<file path="src/rtl/busio_pkg.sv">
// Shared types for the busio target: register index and memory-cycle FSM state.
// Pure type definitions; no logic, no latency.
package busio_pkg;
  typedef enum logic [1:0] {
    ADDR  = 2'd0,
    CMD   = 2'd1,
    RDATA = 2'd2,
    WDATA = 2'd3
  } reg_index_t;

  typedef enum logic [1:0] {
    IDLE   = 2'd0,
    RDWAIT = 2'd1,
    WRWAIT = 2'd2
  } state_t;
endpackage

</file>
<file path="src/rtl/busio_if.sv">
// Initiator register port plus memory-side request/response bundle of busio_target.
// slave = the target itself, master = whoever drives the initiator and memory sides.
interface busio_if #(
  parameter int AW = 20,
  parameter int DW = 64
);
  busio_pkg::reg_index_t arx;
  logic          ecx;
  logic          wrx;
  logic          astb;
  logic          rd;
  logic          wr;
  logic          iack;
  logic [DW-1:0] din;
  logic [DW-1:0] dout;
  logic          busy;
  logic          err;
  logic          mem_req;
  logic          mem_we;
  logic [AW-1:0] mem_addr;
  logic [DW-1:0] mem_wdata;
  logic          mem_ready;
  logic [DW-1:0] mem_rdata;
  logic [DW-1:0] irq_vec;

  modport slave (
    input  arx, ecx, wrx, astb, rd, wr, iack, din, mem_ready, mem_rdata, irq_vec,
    output dout, busy, err, mem_req, mem_we, mem_addr, mem_wdata
  );

  modport master (
    output arx, ecx, wrx, astb, rd, wr, iack, din, mem_ready, mem_rdata, irq_vec,
    input  dout, busy, err, mem_req, mem_we, mem_addr, mem_wdata
  );
endinterface

</file>
<file path="src/rtl/busio_target.sv">
// Register-mapped bus target issuing one memory read/write at a time; busy suspends the initiator
// until mem_ready (request registered one cycle after accept). BUSIO_AUTOINC_EN enables block transfers.
module busio_target
  import busio_pkg::*;
#(
  parameter int AW = 20,
  parameter int DW = 64
) (
  input logic   clk,
  input logic   reset_n,
  busio_if.slave bus
);

  logic [AW-1:0] rg0;
  logic [DW-1:0] rg1;
  logic [DW-1:0] rg2;
  logic [DW-1:0] rg3;
  logic          addr_valid;
  logic          dest_cmd;
  logic          err_q;
  logic          mem_req_q;
  logic          mem_we_q;
  logic [AW-1:0] mem_addr_q;
  logic [DW-1:0] mem_wdata_q;
  state_t        state;

  logic          idle;
  logic          host_wr;
  logic          accept_rd;
  logic          accept_wr;
  logic          err_set;
  logic [DW-1:0] dout_c;

  assign idle      = (state == IDLE);
  assign host_wr   = bus.ecx & ~bus.wrx;
  assign accept_rd = idle & bus.rd & ~bus.wr & addr_valid;
  assign accept_wr = idle & bus.wr & ~bus.rd & addr_valid;

  // "Busy" for protocol errors means a cycle already outstanding, not the accepting cycle.
  assign err_set = (bus.rd & bus.wr)
                 | (idle & (bus.rd | bus.wr) & ~addr_valid)
                 | (~idle & (bus.rd | bus.wr | bus.iack | bus.astb));

  always_comb begin
    dout_c = '0;
    if (bus.ecx && bus.wrx) begin
      case (bus.arx)
        ADDR:    dout_c = {{(DW-AW){1'b0}}, rg0};
        CMD:     dout_c = rg1;
        RDATA:   dout_c = rg2;
        WDATA:   dout_c = rg3;
        default: dout_c = '0;
      endcase
    end
  end

  always_ff @(posedge clk) begin
    if (!reset_n) begin
      state       <= IDLE;
      rg0         <= '0;
      rg1         <= '0;
      rg2         <= '0;
      rg3         <= '0;
      addr_valid  <= 1'b0;
      dest_cmd    <= 1'b0;
      err_q       <= 1'b0;
      mem_req_q   <= 1'b0;
      mem_we_q    <= 1'b0;
      mem_addr_q  <= '0;
      mem_wdata_q <= '0;
    end else begin
      if (err_set) begin
        err_q <= 1'b1;
      end

      case (state)
        IDLE: begin
          if (accept_rd) begin
            state      <= RDWAIT;
            dest_cmd   <= (bus.arx == CMD);
            mem_req_q  <= 1'b1;
            mem_we_q   <= 1'b0;
            mem_addr_q <= rg0;
          end else if (accept_wr) begin
            state       <= WRWAIT;
            mem_req_q   <= 1'b1;
            mem_we_q    <= 1'b1;
            mem_addr_q  <= rg0;
            mem_wdata_q <= rg3;
          end
          if (bus.iack) begin
            rg2 <= bus.irq_vec;
          end
        end
        RDWAIT, WRWAIT: begin
          if (bus.mem_ready) begin
            if (state == RDWAIT) begin
              if (dest_cmd) rg1 <= bus.mem_rdata;
              else          rg2 <= bus.mem_rdata;
            end
            state     <= IDLE;
            mem_req_q <= 1'b0;
            mem_we_q  <= 1'b0;
`ifdef BUSIO_AUTOINC_EN
            rg0 <= rg0 + AW'(1);
`else
            addr_valid <= 1'b0;
`endif
          end
        end
        default: state <= IDLE;
      endcase

      // Host writes come last so they win over a same-cycle memory capture or increment.
      if (host_wr) begin
        case (bus.arx)
          ADDR: begin
            rg0 <= bus.din[AW-1:0];
            if (bus.astb) addr_valid <= 1'b1;
          end
          CMD:     rg1 <= bus.din;
          RDATA:   rg2 <= bus.din;
          WDATA:   rg3 <= bus.din;
          default: ;
        endcase
      end
    end
  end

  assign bus.dout      = dout_c;
  assign bus.busy      = ~idle | accept_rd | accept_wr;
  assign bus.err       = err_q;
  assign bus.mem_req   = mem_req_q;
  assign bus.mem_we    = mem_we_q;
  assign bus.mem_addr  = mem_addr_q;
  assign bus.mem_wdata = mem_wdata_q;

endmodule

</file>
<file path="src/flat_wrapper.sv">
// flat-port wrapper written by rule: the top's interface ports become plain ports
module busio_target_flat import busio_pkg::*;
#(
  parameter int AW = 20,
  parameter int DW = 64
)
  (clk, reset_n, bus_arx, bus_ecx, bus_wrx, bus_astb, bus_rd, bus_wr, bus_iack, bus_din, bus_mem_ready, bus_mem_rdata, bus_irq_vec, bus_dout, bus_busy, bus_err, bus_mem_req, bus_mem_we, bus_mem_addr, bus_mem_wdata);
  busio_if #(.AW(AW), .DW(DW)) bus_i ();
  input logic clk;
  input logic reset_n;
  input wire logic [$bits(bus_i.arx)-1:0] bus_arx;
  input wire logic [$bits(bus_i.ecx)-1:0] bus_ecx;
  input wire logic [$bits(bus_i.wrx)-1:0] bus_wrx;
  input wire logic [$bits(bus_i.astb)-1:0] bus_astb;
  input wire logic [$bits(bus_i.rd)-1:0] bus_rd;
  input wire logic [$bits(bus_i.wr)-1:0] bus_wr;
  input wire logic [$bits(bus_i.iack)-1:0] bus_iack;
  input wire logic [$bits(bus_i.din)-1:0] bus_din;
  input wire logic [$bits(bus_i.mem_ready)-1:0] bus_mem_ready;
  input wire logic [$bits(bus_i.mem_rdata)-1:0] bus_mem_rdata;
  input wire logic [$bits(bus_i.irq_vec)-1:0] bus_irq_vec;
  output wire logic [$bits(bus_i.dout)-1:0] bus_dout;
  output wire logic [$bits(bus_i.busy)-1:0] bus_busy;
  output wire logic [$bits(bus_i.err)-1:0] bus_err;
  output wire logic [$bits(bus_i.mem_req)-1:0] bus_mem_req;
  output wire logic [$bits(bus_i.mem_we)-1:0] bus_mem_we;
  output wire logic [$bits(bus_i.mem_addr)-1:0] bus_mem_addr;
  output wire logic [$bits(bus_i.mem_wdata)-1:0] bus_mem_wdata;
  assign bus_i.arx = bus_arx;
  assign bus_i.ecx = bus_ecx;
  assign bus_i.wrx = bus_wrx;
  assign bus_i.astb = bus_astb;
  assign bus_i.rd = bus_rd;
  assign bus_i.wr = bus_wr;
  assign bus_i.iack = bus_iack;
  assign bus_i.din = bus_din;
  assign bus_i.mem_ready = bus_mem_ready;
  assign bus_i.mem_rdata = bus_mem_rdata;
  assign bus_i.irq_vec = bus_irq_vec;
  assign bus_dout = bus_i.dout;
  assign bus_busy = bus_i.busy;
  assign bus_err = bus_i.err;
  assign bus_mem_req = bus_i.mem_req;
  assign bus_mem_we = bus_i.mem_we;
  assign bus_mem_addr = bus_i.mem_addr;
  assign bus_mem_wdata = bus_i.mem_wdata;
  busio_target #(.AW(AW), .DW(DW)) u_core (.clk(clk), .reset_n(reset_n), .bus(bus_i));
endmodule
</file>
<file path="config.mk">
export PLATFORM = sky130hd
export DESIGN_NAME = busio_target_flat
export DESIGN_NICKNAME = d
export VERILOG_FILES = /design/src/rtl/busio_pkg.sv /design/src/rtl/busio_if.sv /design/src/rtl/busio_target.sv /design/src/flat_wrapper.sv
export SDC_FILE = /design/constraint.sdc
export NUM_CORES = 1
export LEC_CHECK = 0
export BUFFER_PORTS_ARGS = -buffer_cell sky130_fd_sc_hd__buf_2
export CORE_MARGIN = 1.5
export CORE_UTILIZATION = 40
export CTS_CLUSTER_SIZE = 40
export DETAILED_ROUTE_END_ITERATION = 12
export GPL_TIMING_DRIVEN = 0
export PLACE_DENSITY = 0.69
export SKIP_CTS_REPAIR_TIMING = 1
export SLEW_MARGIN = 0
export SYNTH_ARGS = -nofsm -noshare
export SYNTH_HDL_FRONTEND = slang
export SYNTH_SLANG_ARGS = --single-unit
</file>
<file path="constraint.sdc">
create_clock -name clk -period 2.35 [get_ports clk]
set_input_delay 0.1175 -clock clk [delete_from_list [all_inputs] [get_ports clk]]
set_output_delay 0.1175 -clock clk [all_outputs]
set_load 0.03 [all_outputs]
</file>
# Yosys cells after proc, flatten, opt, wreduce, memory -nomap -nowiden
# Index checks and enable logic that the tools add are counted.
[totals]
ff_bits = 303
inputBits = 203
out_inout_bits = 152
wordCells = 88
[classes]
eq_ne = 7
mux = 32
n_bitwise = 24
reduce_logical = 13
[ops]
columns = ["cell", "count"]
rows = [
  ["$mux 64", 13],
  ["$pmux 64 s4", 1],
  ["$pmux 64 s2", 1],
  ["$mux 20", 2],
  ["$and 1x1->1", 11],
  ["$reduce_and 2->1", 5],
  ["$mux 1", 9],
  ["$or 1x1->1", 7],
  ["$eq 2x2->1 const B", 3],
  ["$mux 2", 3],
  ["$not 1->1", 6],
  ["$reduce_and 3->1", 2],
  ["$eq 2x1->1 const B", 2],
  ["$logic_not 2->1", 2],
  ["$pmux 1 s2", 2],
  ["$pmux 2 s2", 1],
  ["$reduce_bool 2->1", 2],
  ["$ne 3x3->1 const B", 1],
  ["$ne 2x2->1 const B", 1],
  ["$reduce_or 2->1", 1],
  ["$logic_and 1x1->1", 1],
]

# Logic depth before layout (Yosys ltp)
# Gate-level depths: netlist of the first run.
[logic_depth]
ltp_word = 7
ltp_mapped = 9
ltp_nobuf = 6

# Least setup slack after synthesis of the first run
# No wires, ideal clock.
[synth_timing]
kind = "register to register"
from = "reg u_core.state[0]"
to = "reg u_core.rg2[10]"
setup_ps = 123
arrival_ps = 1651
t_required_ps = 2227
path_slack_ps = 576
path_stages_with_launch = 9
path_buffers = 3
synth_period_minus_slack_ps = 1774
path_cell_list = "dfxtp_1 inv_1 ha_1 buf_2 a221o_2 buf_4 buf_1 nand2_1 a21oi_2"
[synth_between]
elab_chain_cells = 6
elab_cells_between_ends = 9
classes_between = "eq/ne (2); mux (5); reduce/logical (2)"
[synth_lines]
columns = ["item", "line", "source"]
rows = [
  ["start, declared", "busio_target.sv:25", "state_t state;"],
  ["start signal, assigned", "busio_target.sv:59", "state <= IDLE;"],
  ["start signal, assigned", "busio_target.sv:79", "state <= RDWAIT;"],
  ["start signal, assigned", "busio_target.sv:85", "state <= WRWAIT;"],
  ["$eq 2x1->1", "busio_target.sv:76, busio_target.sv:97", ""],
  ["$mux 64", "busio_target.sv:97", "if (state == RDWAIT) begin"],
  ["$mux 64", "busio_target.sv:96", "if (bus.mem_ready) begin"],
  ["$pmux 64 s2 *", "busio_target.sv:76", "case (state)"],
  ["$mux 64", "busio_target.sv:116", "case (bus.arx)"],
  ["$mux 64 *", "busio_target.sv:115", "if (host_wr) begin"],
  ["end signal, assigned", "busio_target.sv:92", "rg2 <= bus.irq_vec;"],
  ["end signal, assigned", "busio_target.sv:99", "else rg2 <= bus.mem_rdata;"],
  ["end signal, assigned", "busio_target.sv:122", "RDATA: rg2 <= bus.din;"],
  ["end, declared", "busio_target.sv:16", "logic [DW-1:0] rg2;"],
]
# Every way passes the cells marked *; elsewhere a longest branch is shown, timed or not.
# A chain may end at the register's enable or synchronous reset.

# Worst setup path after layout of the first run
[layout_timing]
from = "reg u_core.state[0]"
to = "reg u_core.rg1[51]"
[layout_between]
elab_chain_cells = 6
elab_cells_between_ends = 8
classes_between = "eq/ne (2); mux (5); reduce/logical (1)"
[layout_lines]
columns = ["item", "line", "source"]
rows = [
  ["$eq 2x1->1", "busio_target.sv:76, busio_target.sv:97", ""],
  ["$mux 64", "busio_target.sv:97", ""],
  ["$mux 64", "busio_target.sv:96", ""],
  ["$mux 64 *", "busio_target.sv:76", ""],
  ["$mux 64", "busio_target.sv:116", ""],
  ["$mux 64 *", "busio_target.sv:115", ""],
  ["end signal, assigned", "busio_target.sv:98", "if (dest_cmd) rg1 <= bus.mem_rdata;"],
  ["end signal, assigned", "busio_target.sv:121", "CMD: rg1 <= bus.din;"],
  ["end, declared", "busio_target.sv:15", "logic [DW-1:0] rg1;"],
]
# Marks and branches as above.

==> results of run 1 <==
state kept, by name (all words and copies together), names as in the netlist:
signal,flops
u_core.addr_valid,1
u_core.bus.err,1
u_core.bus.mem_addr,20
u_core.bus.mem_req,1
u_core.bus.mem_wdata,64
u_core.bus.mem_we,1
u_core.dest_cmd,1
u_core.rg0,20
u_core.rg1,64
u_core.rg2,64
u_core.rg3,64
u_core.state,2
through the flow:
step	hold WS (ns)	cell area [sq um]	TNS [ns]
after floorplan	0.226	14300	0
after global placement	0.387	16600	-1.11
after detailed placement	0.390	16600	-1.66
after CTS	-0.146	17800	-3.19
after global routing	0.00994	19700	-0.291
final	-0.0459	19700	0
synthesized netlist by cell type, drive strengths merged:
| master | number |
|---|---|
| o21ai | 132 |
| o211ai | 1 |
| or3 | 1 |
| mux4 | 20 |
| buf | 62 |
| nand4 | 1 |
| a221oi | 64 |
| ha | 3 |
| nor4b | 1 |
| dfxtp | 303 |
| nand4b | 2 |
| a31oi | 65 |
| and2b | 1 |
| o31a | 1 |
| nand3 | 2 |
| and3 | 1 |
| and2 | 1 |
| nand2 | 534 |
| mux2 | 44 |
| maj3 | 1 |
| a21boi | 170 |
| nor2b | 25 |
| nand3b | 2 |
| a21oi | 67 |
| a221o | 1 |
| nor2 | 48 |
| nor3 | 2 |
| xor2 | 1 |
| clkbuf | 94 |
| nor3b | 2 |
| a22oi | 45 |
| nand2b | 4 |
| inv | 5 |
kinds of logic after synthesis:
logic type               share of synthesized area
AO/OA/AOI/OAI                                0.271
XOR/XNOR                                  0.000614
adder cells (fa/ha/maj)                    0.00333
buffers and inverters                       0.0570
flip-flops                                   0.425
multiplexers                                0.0662
AND/OR/NAND/NOR                              0.177
area by class of cell:
type | instances | area [sq um]
clock buffers | 49 | 1000
flip-flops and latches | 303 | 6070
repair buffers | 546 | 3700
plain buffers | 156 | 797
inverters | 5 | 18.8
well taps | 461 | 577
multi-input cells | 1242 | 7400
clock inverters | 10 | 140
fillers | 3207 | 15600
diodes | 5 | 12.5
layer usage:
| metal | vias to the layer above | wire length [um] | track usage |
|---|---|---|---|
| met5 | - | 0 | 0 |
| met4 | 0 | 2420 | 0.103 |
| met3 | 187 | 4990 | 0.0510 |
| met2 | 862 | 27000 | 0.478 |
| met1 | 7417 | 22800 | 0.366 |
| li1 | 7128 | - | - |
worst max-delay path: cells and delay by family (launching register included):
| kind | cells | cell delay, ns |
|---|---|---|
| simple gates | 3 | 0.69 |
| buf+inv | 3 | 0.65 |
| flops | 1 | 0.39 |
| fa+ha+maj | 1 | 0.26 |
| compound gates | 1 | 0.20 |
worst min path at each step:
stage / end / slack, ns / cells past startpoint
global placement: u_core.rg3[35]$_SDFFE_PN0P_ / 0.39 / 3
detailed placement: u_core.rg3[59]$_SDFFE_PN0P_ / 0.39 / 3
finish: u_core.rg2[0]$_SDFF_PN0_ / -0.05 / 3
CTS: u_core.rg3[35]$_SDFFE_PN0P_ / -0.15 / 3
floorplan: u_core.bus.mem_req$_SDFFE_PN0P_ / 0.23 / 1
global route: u_core.bus.err$_SDFFE_PN0P_ / 0.01 / 4
report_power, final:
part	switching, uW	internal [uW]	total [uW]
sequential	86.2	5290	5370
combinational	800	695	1490
clock	2220	3300	5520
==> reports/qor.csv, run 1 <==
stage,metric,value,unit
outcome,status,"complete, but fails checks",
outcome,failing checks,negative hold slack,
yosys,synth warn,0,
floorplanning,die area,36800,sq um
yosys,largest area contributor in the synthesized netlist,sky130_fd_sc_hd__dfxtp_1,
yosys,Mapped Nets,1912,
floorplanning,die span in x,192,um
placement,number of port buffers,351,
critical_path,Critical R2R Launch,u_core.state[0]$_SDFFE_PN0P_,
drt,DR DRC count,0,
placement,Final Wtd Congestion,0.905,
timing,final clock period utilization by the worst path,0.968,
cells_and_area,Non-Filler Instances,2777,
floorplanning,Core Area,35300,sq um
yosys,post-synth design cell area,14300,sq um
critical_path,path type of the worst setup path,flop to flop,
drt,aggregate routed wire length,57200,um
critical_path,critical path's slowest cell,sky130_fd_sc_hd__nor2_4,
critical_path,FF-to-FF End,u_core.rg1[51]$_SDFF_PN0_,
clock_tree,count of clock tree sinks,303,
floorplanning,number of primary I/O pins,355,
cells_and_area,fraction of final layout cells sized beyond drive strength 1,0.254,
timing,achievable frequency,439,MHz
critical_path,endpoint kind of the worst setup timing path,flop,
timing,final count of negative-setup-slack endpoints,0,
yosys,post-synthesis sequential area ratio,0.425,
placement,hpwl dp,38900,um
grt,number of antenna violations at the first check in global routing,4,
critical_path,Setup crit start,u_core.state[0]$_SDFFE_PN0P_,
power,worst vdd rail ir drop,0.523,mV
timing,Tightest Pin Transition,0.947,ns
critical_path,Critical Path Start Type,flop,
critical_path,list of cells traversed by the critical path,inv_1 > ha_1 > buf_2 > nand2_2 > nor2_4 > clkbuf_1 > nand2_1 > a31oi_1,
clock_tree,library cell used as clock root buffer,sky130_fd_sc_hd__clkbuf_16,
critical_path,slack of the worst reg-to-reg path,0.07,ns
cells_and_area,utilization of the core after routing,0.558,
yosys,distinct cell type count after synthesis,48,
critical_path,critical path data arrival time,2.71,ns
critical_path,Crit path required time,2.78,ns
floorplanning,number of rows in the core area,69,
grt,GR Util All Layers,0.285,
timing,unrepaired setup endpoints after global routing,yes,
drt,Detailed Routing Iterations Pass 1,6,
grt,largest net degree at the start of global routing,13,
floorplanning,die outline height,192,um
clock_tree,Clock Latency Late Sink,0.52,ns
clock_tree,number of CTS-inserted buffers,35,
drt,initial DRC count,1249,
timing,Setup Skew,0.0206,ns
clock_tree,Clock Pin Slew Worst Setup and Hold Paths,0.06,ns
timing,Final Max Tran Viols,0,
power,leakage power figure,0.00763,uW
cells_and_area,"leading cell type in the layout, fill and taps excluded",sky130_fd_sc_hd__nand2_1,
yosys,post-synth top area share,0.425,
critical_path,destination of the critical timing path,u_core.rg1[51]$_SDFF_PN0_,
clock_tree,deepest clock path buffer count,3,
power,total power after layout,12400,uW
drt,vias per std cell,5.62,
timing,tightest slew margin relative to the limit,0.369,
timing,smallest setup slack after layout,0.0741,ns
yosys,average cell area after synthesis,8.37,sq um
drt,detailed-route wire length per cell,20.6,um
clock_tree,CTS H-tree lvls,2,
placement,# placed instances,2518,
clock_tree,TritonCTS clock tree,done,
yosys,post-synthesis cell count,1706,
cells_and_area,Nets,2495,
hold_path,Hold Startpoint,bus_irq_vec[0],
drt,post-detailed-route count of antenna-violating nets,0,
floorplanning,Initial Util,0.404,
power,power per cell area,628,nW/um^2
grt,global-route wire length before repair,80800,um
cells_and_area,highest-count cells in the layout ignoring fill and taps,"sky130_fd_sc_hd__nand2_1, sky130_fd_sc_hd__buf_2, sky130_fd_sc_hd__dfxtp_1, sky130_fd_sc_hd__dlygate4sd3_1, sky130_fd_sc_hd__o21ai_0",
grt,vias in the first global route,14100,
hold_path,hold crit path type,input port to flop,
critical_path,longest individual stage delay on the worst path,0.41,ns
timing,Final min period,2.28,ns
run,max-cap violations,0,
placement,Place WS,-0.0702,ns
timing,worst hold-check slack,-0.0459,ns
cells_and_area,post-synthesis to final-layout area growth,38.1,%
grt,leftover overflow at the end of global routing,0,
yosys,dominant cells by area after synthesis,"sky130_fd_sc_hd__dfxtp_1, sky130_fd_sc_hd__nand2_1, sky130_fd_sc_hd__a21boi_0, sky130_fd_sc_hd__o21ai_0, sky130_fd_sc_hd__a21boi_1",
yosys,Synth Register Bits,303,
drt,count of vias placed by the detailed router,15600,
timing,final count of hold timing violations,2,
critical_path,reg2reg path depth,8,
critical_path,peak fanout along the critical path,10,
No activity file was read; power rests on OpenSTA's default activity.
==> run 2: changes to the inputs <==
--- a/config.mk
+++ b/config.mk
@@ -6,11 +6,11 @@
 export NUM_CORES = 1
 export LEC_CHECK = 0
 export BUFFER_PORTS_ARGS = -buffer_cell sky130_fd_sc_hd__buf_2
-export CORE_MARGIN = 1.5
 export CORE_UTILIZATION = 40
 export CTS_CLUSTER_SIZE = 40
 export DETAILED_ROUTE_END_ITERATION = 12
 export GPL_TIMING_DRIVEN = 0
+export HOLD_SLACK_MARGIN = 0.02
 export PLACE_DENSITY = 0.69
 export SKIP_CTS_REPAIR_TIMING = 1
 export SLEW_MARGIN = 0
==> run 2 against run 1 <==
The run now ends clean. Core utilization increased by 1.2 points. First-iteration DRC count increased by 12%. Power increased by 3.7%. Clock skew increased by 0.0035 ns. Critical endpoint is now u_core.rg1[19]$_SDFF_PN0_.
==> reports/qor.csv, run 2 (same netlist as run 1, synthesis figures left out) <==
stage,metric,value,unit,change
outcome,status,"complete, no violations",,"was complete, but fails checks"
grt,number of antenna violations at the first check in global routing,3,,was 4
floorplanning,die span in x,191,um,was 192 um
cells_and_area,final instance area,19800,sq um,"was 19,700 sq um"
floorplanning,Core Area,34800,sq um,"was 35,300 sq um"
power,share of total power consumed by net switching,0.243,,was 0.251
timing,final count of negative-setup-slack endpoints,0,,unchanged
cells_and_area,"leading cell type in the layout, fill and taps excluded",sky130_fd_sc_hd__nand2_1,,unchanged
floorplanning,number of rows in the core area,68,,was 69
grt,global-route wire length before repair,80300,um,"was 80,800 um"
cells_and_area,utilization of the core after routing,0.570,,was 0.558
cells_and_area,post-synthesis to final-layout area growth,38.9,%,was 38.1%
timing,final clock period utilization by the worst path,0.995,,was 0.968
power,Internal Pwr Total,9720,uW,was 9280 uW
power,fraction of power consumed by the clock network,0.465,,was 0.445
timing,worst hold-check slack,0.0284,ns,was -0.0459 ns
drt,aggregate routed wire length,56400,um,"was 57,200 um"
placement,hpwl dp,38500,um,"was 38,900 um"
placement,Placed Instance Area,16600,sq um,about the same
power,switching pwr,3120,uW,was 3100 uW
clock_tree,Clock Pin Slew Worst Setup and Hold Paths,0.06,ns,about the same
critical_path,Crit path required time,2.78,ns,about the same
power,total power after layout,12800,uW,"was 12,400 uW"
placement,number of port buffers,351,,unchanged
drt,DR DRC count,0,,unchanged
clock_tree,TritonCTS clock tree,done,,unchanged
floorplanning,die area,36500,sq um,"was 36,800 sq um"
drt,Detailed Routing Iterations Pass 1,5,,was 6
placement,Final Wtd Congestion,0.935,,was 0.905
run,max-cap violations,0,,unchanged
clock_tree,CTS H-tree lvls,2,,unchanged
critical_path,Critical Path Start Type,flop,,unchanged
clock_tree,library cell used as clock root buffer,sky130_fd_sc_hd__clkbuf_16,,unchanged
critical_path,path type of the worst setup path,flop to flop,,unchanged
timing,Setup Skew,0.0241,ns,was 0.0206 ns
drt,uppermost routed layer,met4,,unchanged
drt,vias per std cell,5.58,,was 5.62
clock_tree,Clock Latency Late Sink,0.53,ns,was 0.52 ns
grt,vias in the first global route,13900,,"was 14,100"
power,Seq pwr share,0.418,,was 0.434
clock_tree,count of clock tree sinks,303,,unchanged
timing,tightest slew margin relative to the limit,0.314,,was 0.369
drt,initial DRC count,1402,,"was 1,249"
grt,leftover overflow at the end of global routing,0,,unchanged
cells_and_area,Nets,2497,,"was 2,495"
grt,largest net degree at the start of global routing,14,,was 13
placement,# placed instances,2512,,"was 2,518"
drt,count of vias placed by the detailed router,15500,,"was 15,600"
floorplanning,Initial Util,0.410,,was 0.404
drt,M1 wire length,22800,um,about the same
power,leakage power figure,0.00769,uW,was 0.00763 uW
drt,post-detailed-route count of antenna-violating nets,0,,unchanged
clock_tree,number of CTS-inserted buffers,35,,unchanged
drt,detailed-routed wire length on met2,26200,um,"was 27,000 um"
clock_tree,deepest clock path buffer count,3,,unchanged
floorplanning,number of primary I/O pins,355,,unchanged
cells_and_area,highest-count cells in the layout ignoring fill and taps,"sky130_fd_sc_hd__nand2_1, sky130_fd_sc_hd__buf_2, sky130_fd_sc_hd__dfxtp_1, sky130_fd_sc_hd__dlygate4sd3_1, sky130_fd_sc_hd__o21ai_0",,unchanged
critical_path,endpoint kind of the worst setup timing path,flop,,unchanged
cells_and_area,Non-Filler Instances,2773,,"was 2,777"
timing,Tightest Pin Transition,1.03,ns,was 0.947 ns
cells_and_area,fraction of final layout cells sized beyond drive strength 1,0.256,,was 0.254
timing,Final Max Tran Viols,0,,unchanged
timing,achievable frequency,428,MHz,was 439 MHz
timing,Final min period,2.34,ns,was 2.28 ns
power,power per cell area,647,nW/um^2,was 628 nW/um^2
critical_path,critical path data arrival time,2.77,ns,was 2.71 ns
grt,GR Util All Layers,0.287,,was 0.285
floorplanning,die outline height,191,um,was 192 um
timing,unrepaired setup endpoints after global routing,yes,,unchanged
critical_path,peak fanout along the critical path,10,,unchanged
hold_path,hold crit path type,input port to flop,,unchanged
drt,Met3 Wirelength,5170,um,was 4990 um
drt,detailed-route wire length per cell,20.3,um,was 20.6 um
cells_and_area,fillers,3110,,"was 3,207"
power,worst vdd rail ir drop,0.471,mV,was 0.523 mV
power,share of power burned in combinational logic,0.116,,was 0.121
timing,final count of hold timing violations,0,,was 2
==> run 2: final timing paths <==
kind,endpoint,cells after the start,startpoint,slack (ns)
max,u_core.rg1[19]$_SDFF_PN0_,8,u_core.state[0]$_SDFFE_PN0P_,0.01
min,u_core.bus.err$_SDFFE_PN0P_,3,bus_wr,0.03
max reg2reg,u_core.rg1[19]$_SDFF_PN0_,8,u_core.state[0]$_SDFFE_PN0P_,0.01
min reg2reg,u_core.bus.mem_wdata[44]$_SDFFE_PN0P_,2,u_core.bus.mem_wdata[44]$_SDFFE_PN0P_,0.45
==> run 2: layer usage <==
| metal | vias up | global-route usage |
|---|---|---|
| met3 | 156 | 0.0529 |
| met5 | - | 0 |
| met4 | 0 | 0.116 |
| li1 | 7130 | - |
| met2 | 874 | 0.470 |
| met1 | 7303 | 0.371 |
==> run 2: layout make-up <==
type                       count  area, sq um  area share
tap                          455          569      0.0287
timing repair buffer         548         3720       0.188
antenna                        3         7.51    0.000378
inverter                       5         18.8    0.000946
sequential                   303         6070       0.306
multi-input combinational   1242         7400       0.373
clock inverter                15          268      0.0135
clock buffer                  46          988      0.0498
buffer                       156          796      0.0401
==> run 2: critical path, stage by stage, from the launching register on <==
cell	delay [ns]
sky130_fd_sc_hd__dfxtp_1	0.40
sky130_fd_sc_hd__inv_1	0.06
sky130_fd_sc_hd__ha_1	0.26
sky130_fd_sc_hd__buf_2	0.19
sky130_fd_sc_hd__nand2_2	0.12
sky130_fd_sc_hd__nor2_4	0.42
sky130_fd_sc_hd__clkbuf_1	0.46
sky130_fd_sc_hd__nand2_1	0.14
sky130_fd_sc_hd__a31oi_1	0.18
==> run 2: through the flow <==
stage	setup TNS (ns)	worst slack (ns)
floorplan	0	0.576
global placement	-0.240	-0.0499
detailed placement	-0.169	-0.0292
CTS	-0.839	-0.0415
global route	-2.24	-0.133
finish	0	0.0114
==> run 2: power by group through the flow <==
stage | Combinational (uW) | Clock, uW | Sequential, uW
finish | 1500 | 5980 | 5370
global route | 1590 | 6250 | 5380
CTS | 1210 | 6020 | 5370
detailed placement | 1200 | 0 | 5480
global placement | 1180 | 0 | 5470
floorplan | 678 | 0 | 5460
==> run 3: changes to the inputs <==
--- a/config.mk
+++ b/config.mk
@@ -5,13 +5,15 @@
 export SDC_FILE = /design/constraint.sdc
 export NUM_CORES = 1
 export LEC_CHECK = 0
+export ABC_AREA = 1
 export BUFFER_PORTS_ARGS = -buffer_cell sky130_fd_sc_hd__buf_2
+export CORE_ASPECT_RATIO = 1.5
 export CORE_UTILIZATION = 40
 export CTS_CLUSTER_SIZE = 40
 export DETAILED_ROUTE_END_ITERATION = 12
 export GPL_TIMING_DRIVEN = 0
 export HOLD_SLACK_MARGIN = 0.02
-export PLACE_DENSITY = 0.69
+export PLACE_DENSITY = 0.68
 export SKIP_CTS_REPAIR_TIMING = 1
 export SLEW_MARGIN = 0
 export SYNTH_ARGS = -nofsm -noshare
==> run 3 against run 2 <==
The flow now finishes with violations (negative hold slack). Via count grew 14%. Core utilization down 3.7 points. Synthesized area increased by 6.5%. Sequential share of layout area is 0.30 points lower. Cell count rose by 21%.
==> reports/qor.csv, run 3 <==
stage,metric,value,unit,change
outcome,status,"complete, but fails checks",,"was complete, no violations"
outcome,failing checks,negative hold slack,,
yosys,Synth Register Bits,303,,unchanged
yosys,Synth Area in Simple Gates,0.298,,was 0.177
power,Internal Pwr Total,9100,uW,was 9720 uW
timing,tightest slew margin relative to the limit,0.414,,was 0.314
clock_tree,number of CTS-inserted buffers,31,,was 35
yosys,post-synthesis sequential area ratio,0.399,,was 0.425
yosys,average cell area after synthesis,6.54,sq um,was 8.37 sq um
clock_tree,count of clock tree sinks,303,,unchanged
timing,Tightest Pin Transition,0.879,ns,was 1.03 ns
grt,vias in the first global route,16100,,"was 13,900"
grt,leftover overflow at the end of global routing,0,,unchanged
placement,hpwl dp,45400,um,"was 38,500 um"
yosys,fraction of synthesis flops using an asynchronous set or reset pin,0,,unchanged
hold_path,hold crit path type,input port to flop,,unchanged
yosys,post-synth top area share,0.399,,was 0.425
timing,final count of negative-setup-slack endpoints,0,,unchanged
yosys,synth warn,0,,unchanged
floorplanning,number of rows in the core area,87,,was 68
drt,Detailed Routing Iterations Pass 1,5,,unchanged
yosys,Mapped Nets,2531,,"was 1,912"
floorplanning,die span in x,161,um,was 191 um
clock_tree,Clock Latency Late Sink,0.59,ns,was 0.53 ns
yosys,post-synthesis cell count,2325,,"was 1,706"
critical_path,slack of the worst reg-to-reg path,0.12,ns,was 0.01 ns
timing,Setup Skew,0.0252,ns,was 0.0241 ns
drt,vias per std cell,5.26,,was 5.58
power,switching pwr,3310,uW,was 3120 uW
grt,GR Util All Layers,0.298,,was 0.287
drt,post-detailed-route count of antenna-violating nets,0,,unchanged
critical_path,Buffers & Inverters on Critical Path,4,,was 3
timing,achievable frequency,444,MHz,was 428 MHz
yosys,dominant combinational cell family by area after synthesis,simple AND/OR/NAND/NOR gates,,was compound AO/OA/AOI/OAI gates
yosys,distinct cell type count after synthesis,25,,was 48
timing,smallest setup slack after layout,0.0962,ns,was 0.0114 ns
timing,final count of hold timing violations,4,,was 0
critical_path,critical path's slowest cell,sky130_fd_sc_hd__clkbuf_1,,unchanged
power,share of total power consumed by net switching,0.267,,was 0.243
clock_tree,deepest clock path buffer count,3,,unchanged
critical_path,path type of the worst setup path,flop to output pin,,was flop to flop
cells_and_area,Multi-input gate area,7460,sq um,was 7400 sq um
floorplanning,die outline height,241,um,was 191 um
cells_and_area,post-synthesis to final-layout area growth,31.8,%,was 38.9%
yosys,multiplexer area fraction after synthesis,0,,was 0.0662
grt,number of antenna violations at the first check in global routing,3,,unchanged
power,Seq pwr share,0.437,,was 0.418
yosys,Synth top cells by count,"sky130_fd_sc_hd__nand2_1, sky130_fd_sc_hd__nor2_1, sky130_fd_sc_hd__o21ai_0",,"was sky130_fd_sc_hd__nand2_1, sky130_fd_sc_hd__dfxtp_1, sky130_fd_sc_hd__o21ai_0"
power,share of power burned in combinational logic,0.130,,was 0.116
placement,Place WS,0.103,ns,was -0.0292 ns
critical_path,longest individual stage delay on the worst path,0.43,ns,was 0.46 ns
timing,Final min period,2.25,ns,was 2.34 ns
timing,final setup TNS,0,ns,unchanged
critical_path,Crit path required time,2.23,ns,was 2.78 ns
cells_and_area,highest-count cells in the layout ignoring fill and taps,"sky130_fd_sc_hd__nand2_1, sky130_fd_sc_hd__buf_2, sky130_fd_sc_hd__nor2_1, sky130_fd_sc_hd__o21ai_0, sky130_fd_sc_hd__dfxtp_1",,"was sky130_fd_sc_hd__nand2_1, sky130_fd_sc_hd__buf_2, sky130_fd_sc_hd__dfxtp_1, sky130_fd_sc_hd__dlygate4sd3_1, sky130_fd_sc_hd__o21ai_0"
run,max-cap violations,0,,unchanged
grt,global-route wire length before repair,88500,um,"was 80,300 um"
placement,number of port buffers,353,,was 351
cells_and_area,"leading cell type in the layout, fill and taps excluded",sky130_fd_sc_hd__nand2_1,,unchanged
power,leakage power figure,0.00966,uW,was 0.00769 uW
cells_and_area,fillers,3821,,"was 3,110"
yosys,area share of xor/xnor cells in the synthesized design,0,,was 0.000613
drt,initial DRC count,1197,,"was 1,402"
cells_and_area,footprint of the flip-flops and latches,6070,sq um,unchanged
timing,final clock period utilization by the worst path,0.959,,was 0.995
critical_path,Critical Path Start Type,flop,,unchanged
critical_path,kind of cell adding the most delay to the critical path,buffers and inverters,,unchanged
drt,count of vias placed by the detailed router,17700,,"was 15,500"
clock_tree,CTS H-tree lvls,1,,was 2
clock_tree,TritonCTS clock tree,done,,unchanged
floorplanning,die area,38800,sq um,"was 36,500 sq um"
power,worst vdd rail ir drop,0.522,mV,was 0.471 mV
cells_and_area,utilization of the core after routing,0.533,,was 0.570
drt,detailed-route wire length per cell,18.3,um,was 20.3 um
yosys,largest area contributor in the synthesized netlist,sky130_fd_sc_hd__dfxtp_1,,unchanged
timing,Final Max Tran Viols,0,,unchanged
critical_path,peak fanout along the critical path,10,,unchanged
placement,Placed Instance Area,17600,sq um,"was 16,600 sq um"
timing,worst hold-check slack,-0.0327,ns,was 0.0284 ns
drt,DR DRC count,0,,unchanged
critical_path,endpoint kind of the worst setup timing path,output pin,,was flop
cells_and_area,final instance area,20000,sq um,"was 19,800 sq um"
cells_and_area,Nets,3050,,"was 2,497"
drt,aggregate routed wire length,61500,um,"was 56,400 um"
power,power per cell area,619,nW/um^2,was 647 nW/um^2
placement,Final Wtd Congestion,0.941,,was 0.935
clock_tree,library cell used as clock root buffer,sky130_fd_sc_hd__clkbuf_16,,unchanged
yosys,dominant cells by area after synthesis,"sky130_fd_sc_hd__dfxtp_1, sky130_fd_sc_hd__nand2_1, sky130_fd_sc_hd__o21ai_0, sky130_fd_sc_hd__nor2_1, sky130_fd_sc_hd__nand3_1",,"was sky130_fd_sc_hd__dfxtp_1, sky130_fd_sc_hd__nand2_1, sky130_fd_sc_hd__a21boi_0, sky130_fd_sc_hd__o21ai_0, sky130_fd_sc_hd__a21boi_1"
clock_tree,Clock Pin Slew Worst Setup and Hold Paths,0.07,ns,was 0.06 ns
critical_path,list of cells traversed by the critical path,inv_1 > ha_1 > buf_2 > clkbuf_1 > nand2_2 > clkbuf_4,,was inv_1 > ha_1 > buf_2 > nand2_2 > nor2_4 > clkbuf_1 > nand2_1 > a31oi_1
cells_and_area,fraction of final layout cells sized beyond drive strength 1,0.180,,was 0.256
critical_path,critical path data arrival time,2.14,ns,was 2.77 ns
floorplanning,Core Area,37600,sq um,"was 34,800 sq um"
yosys,commonest register cell after synthesis,sky130_fd_sc_hd__dfxtp_1,,unchanged
floorplanning,Initial Util,0.405,,was 0.410
yosys,most common cell in the synthesized netlist,sky130_fd_sc_hd__nand2_1,,unchanged
grt,largest net degree at the start of global routing,16,,was 14
floorplanning,number of primary I/O pins,355,,unchanged
yosys,post-synthesis adder-cell area fraction,0.00247,,was 0.00333
yosys,post-synth design cell area,15200,sq um,"was 14,300 sq um"
yosys,"synthesized-area fraction occupied by ao, oa, aoi and oai cells",0.190,,was 0.271
yosys,number of synthesized flops with an enable pin,0,,unchanged
power,fraction of power consumed by the clock network,0.433,,was 0.465
==> run 3: cell types whose count changed after synthesis, moves of 45 or more <==
cell | before | now
sky130_fd_sc_hd__a21boi_0 | 102 | 0
sky130_fd_sc_hd__a21boi_1 | 68 | 0
sky130_fd_sc_hd__a22oi_1 | 45 | 0
sky130_fd_sc_hd__a31oi_1 | 65 | 20
sky130_fd_sc_hd__inv_1 | 4 | 207
sky130_fd_sc_hd__nand2_1 | 532 | 451
sky130_fd_sc_hd__nand3_1 | 1 | 217
sky130_fd_sc_hd__nor2_1 | 47 | 344
sky130_fd_sc_hd__o211ai_1 | 1 | 64
sky130_fd_sc_hd__o21ai_0 | 132 | 328
sky130_fd_sc_hd__o21ai_1 | 0 | 53
sky130_fd_sc_hd__or2_0 | 0 | 62
==> run 3: power by group through the flow <==
stage	registers (uW)	clock network (uW)	logic, uW
after floorplan	5540	0	786
after global placement	5530	0	1380
after detailed placement	5530	0	1410
after CTS	5420	5400	1420
after global routing	5440	5600	1760
final	5420	5370	1620
==> run 3: through the flow <==
step / instances / hold slack [ns] / power, uW
after global routing: 3357 / 0.0279 / 12800
after CTS: 3224 / -0.198 / 12200
final: 3358 / -0.0327 / 12400
after floorplan: 2325 / 0.260 / 6320
after global placement: 3167 / 0.399 / 6910
after detailed placement: 3167 / 0.408 / 6940
==> run 3: path summary, 6_finish.rpt <==
kind,from,to,cells after the start
max,u_core.state[1]$_SDFFE_PN0P_,bus_busy,6
min,bus_mem_rdata[13],u_core.rg1[13]$_SDFF_PN0_,5
max reg2reg,u_core.state[0]$_SDFFE_PN0P_,u_core.rg1[33]$_SDFF_PN0_,9
min reg2reg,u_core.bus.mem_req$_SDFFE_PN0P_,u_core.bus.mem_req$_SDFFE_PN0P_,2
==> run 3: worst reg2reg max path: cells and delay by family (launching register included) <==
family	cells	cell delay, ns
buffers and inverters	4	0.64
DFF	1	0.38
and+or+nand+nor	2	0.35
adders and majority gates	1	0.36
AOI/OAI and AO/OA	2	0.37
==> run 3: layout make-up <==
type	count	share of cell area
tap	489	0.0305
clock inverter	13	0.00937
buffer	181	0.0400
timing repair buffer	486	0.155
clock buffer	44	0.0457
sequential	303	0.303
inverter	238	0.0446
antenna	1	0.000125
multi-input combinational	1603	0.372
==> run 3: cell families after synthesis <==
kind of cell,Yosys count
flops,303
buf+inv,419
fa+ha+maj,3
simple gates,1083
compound gates,517
==> run 3: metal layers <==
layer	vias up	global-route usage	wire length [um]
li1	8508	-	-
met1	8110	0.335	23000
met2	851	0.532	30600
met3	177	0.0546	4940
met4	4	0.157	3000
met5	-	0	22
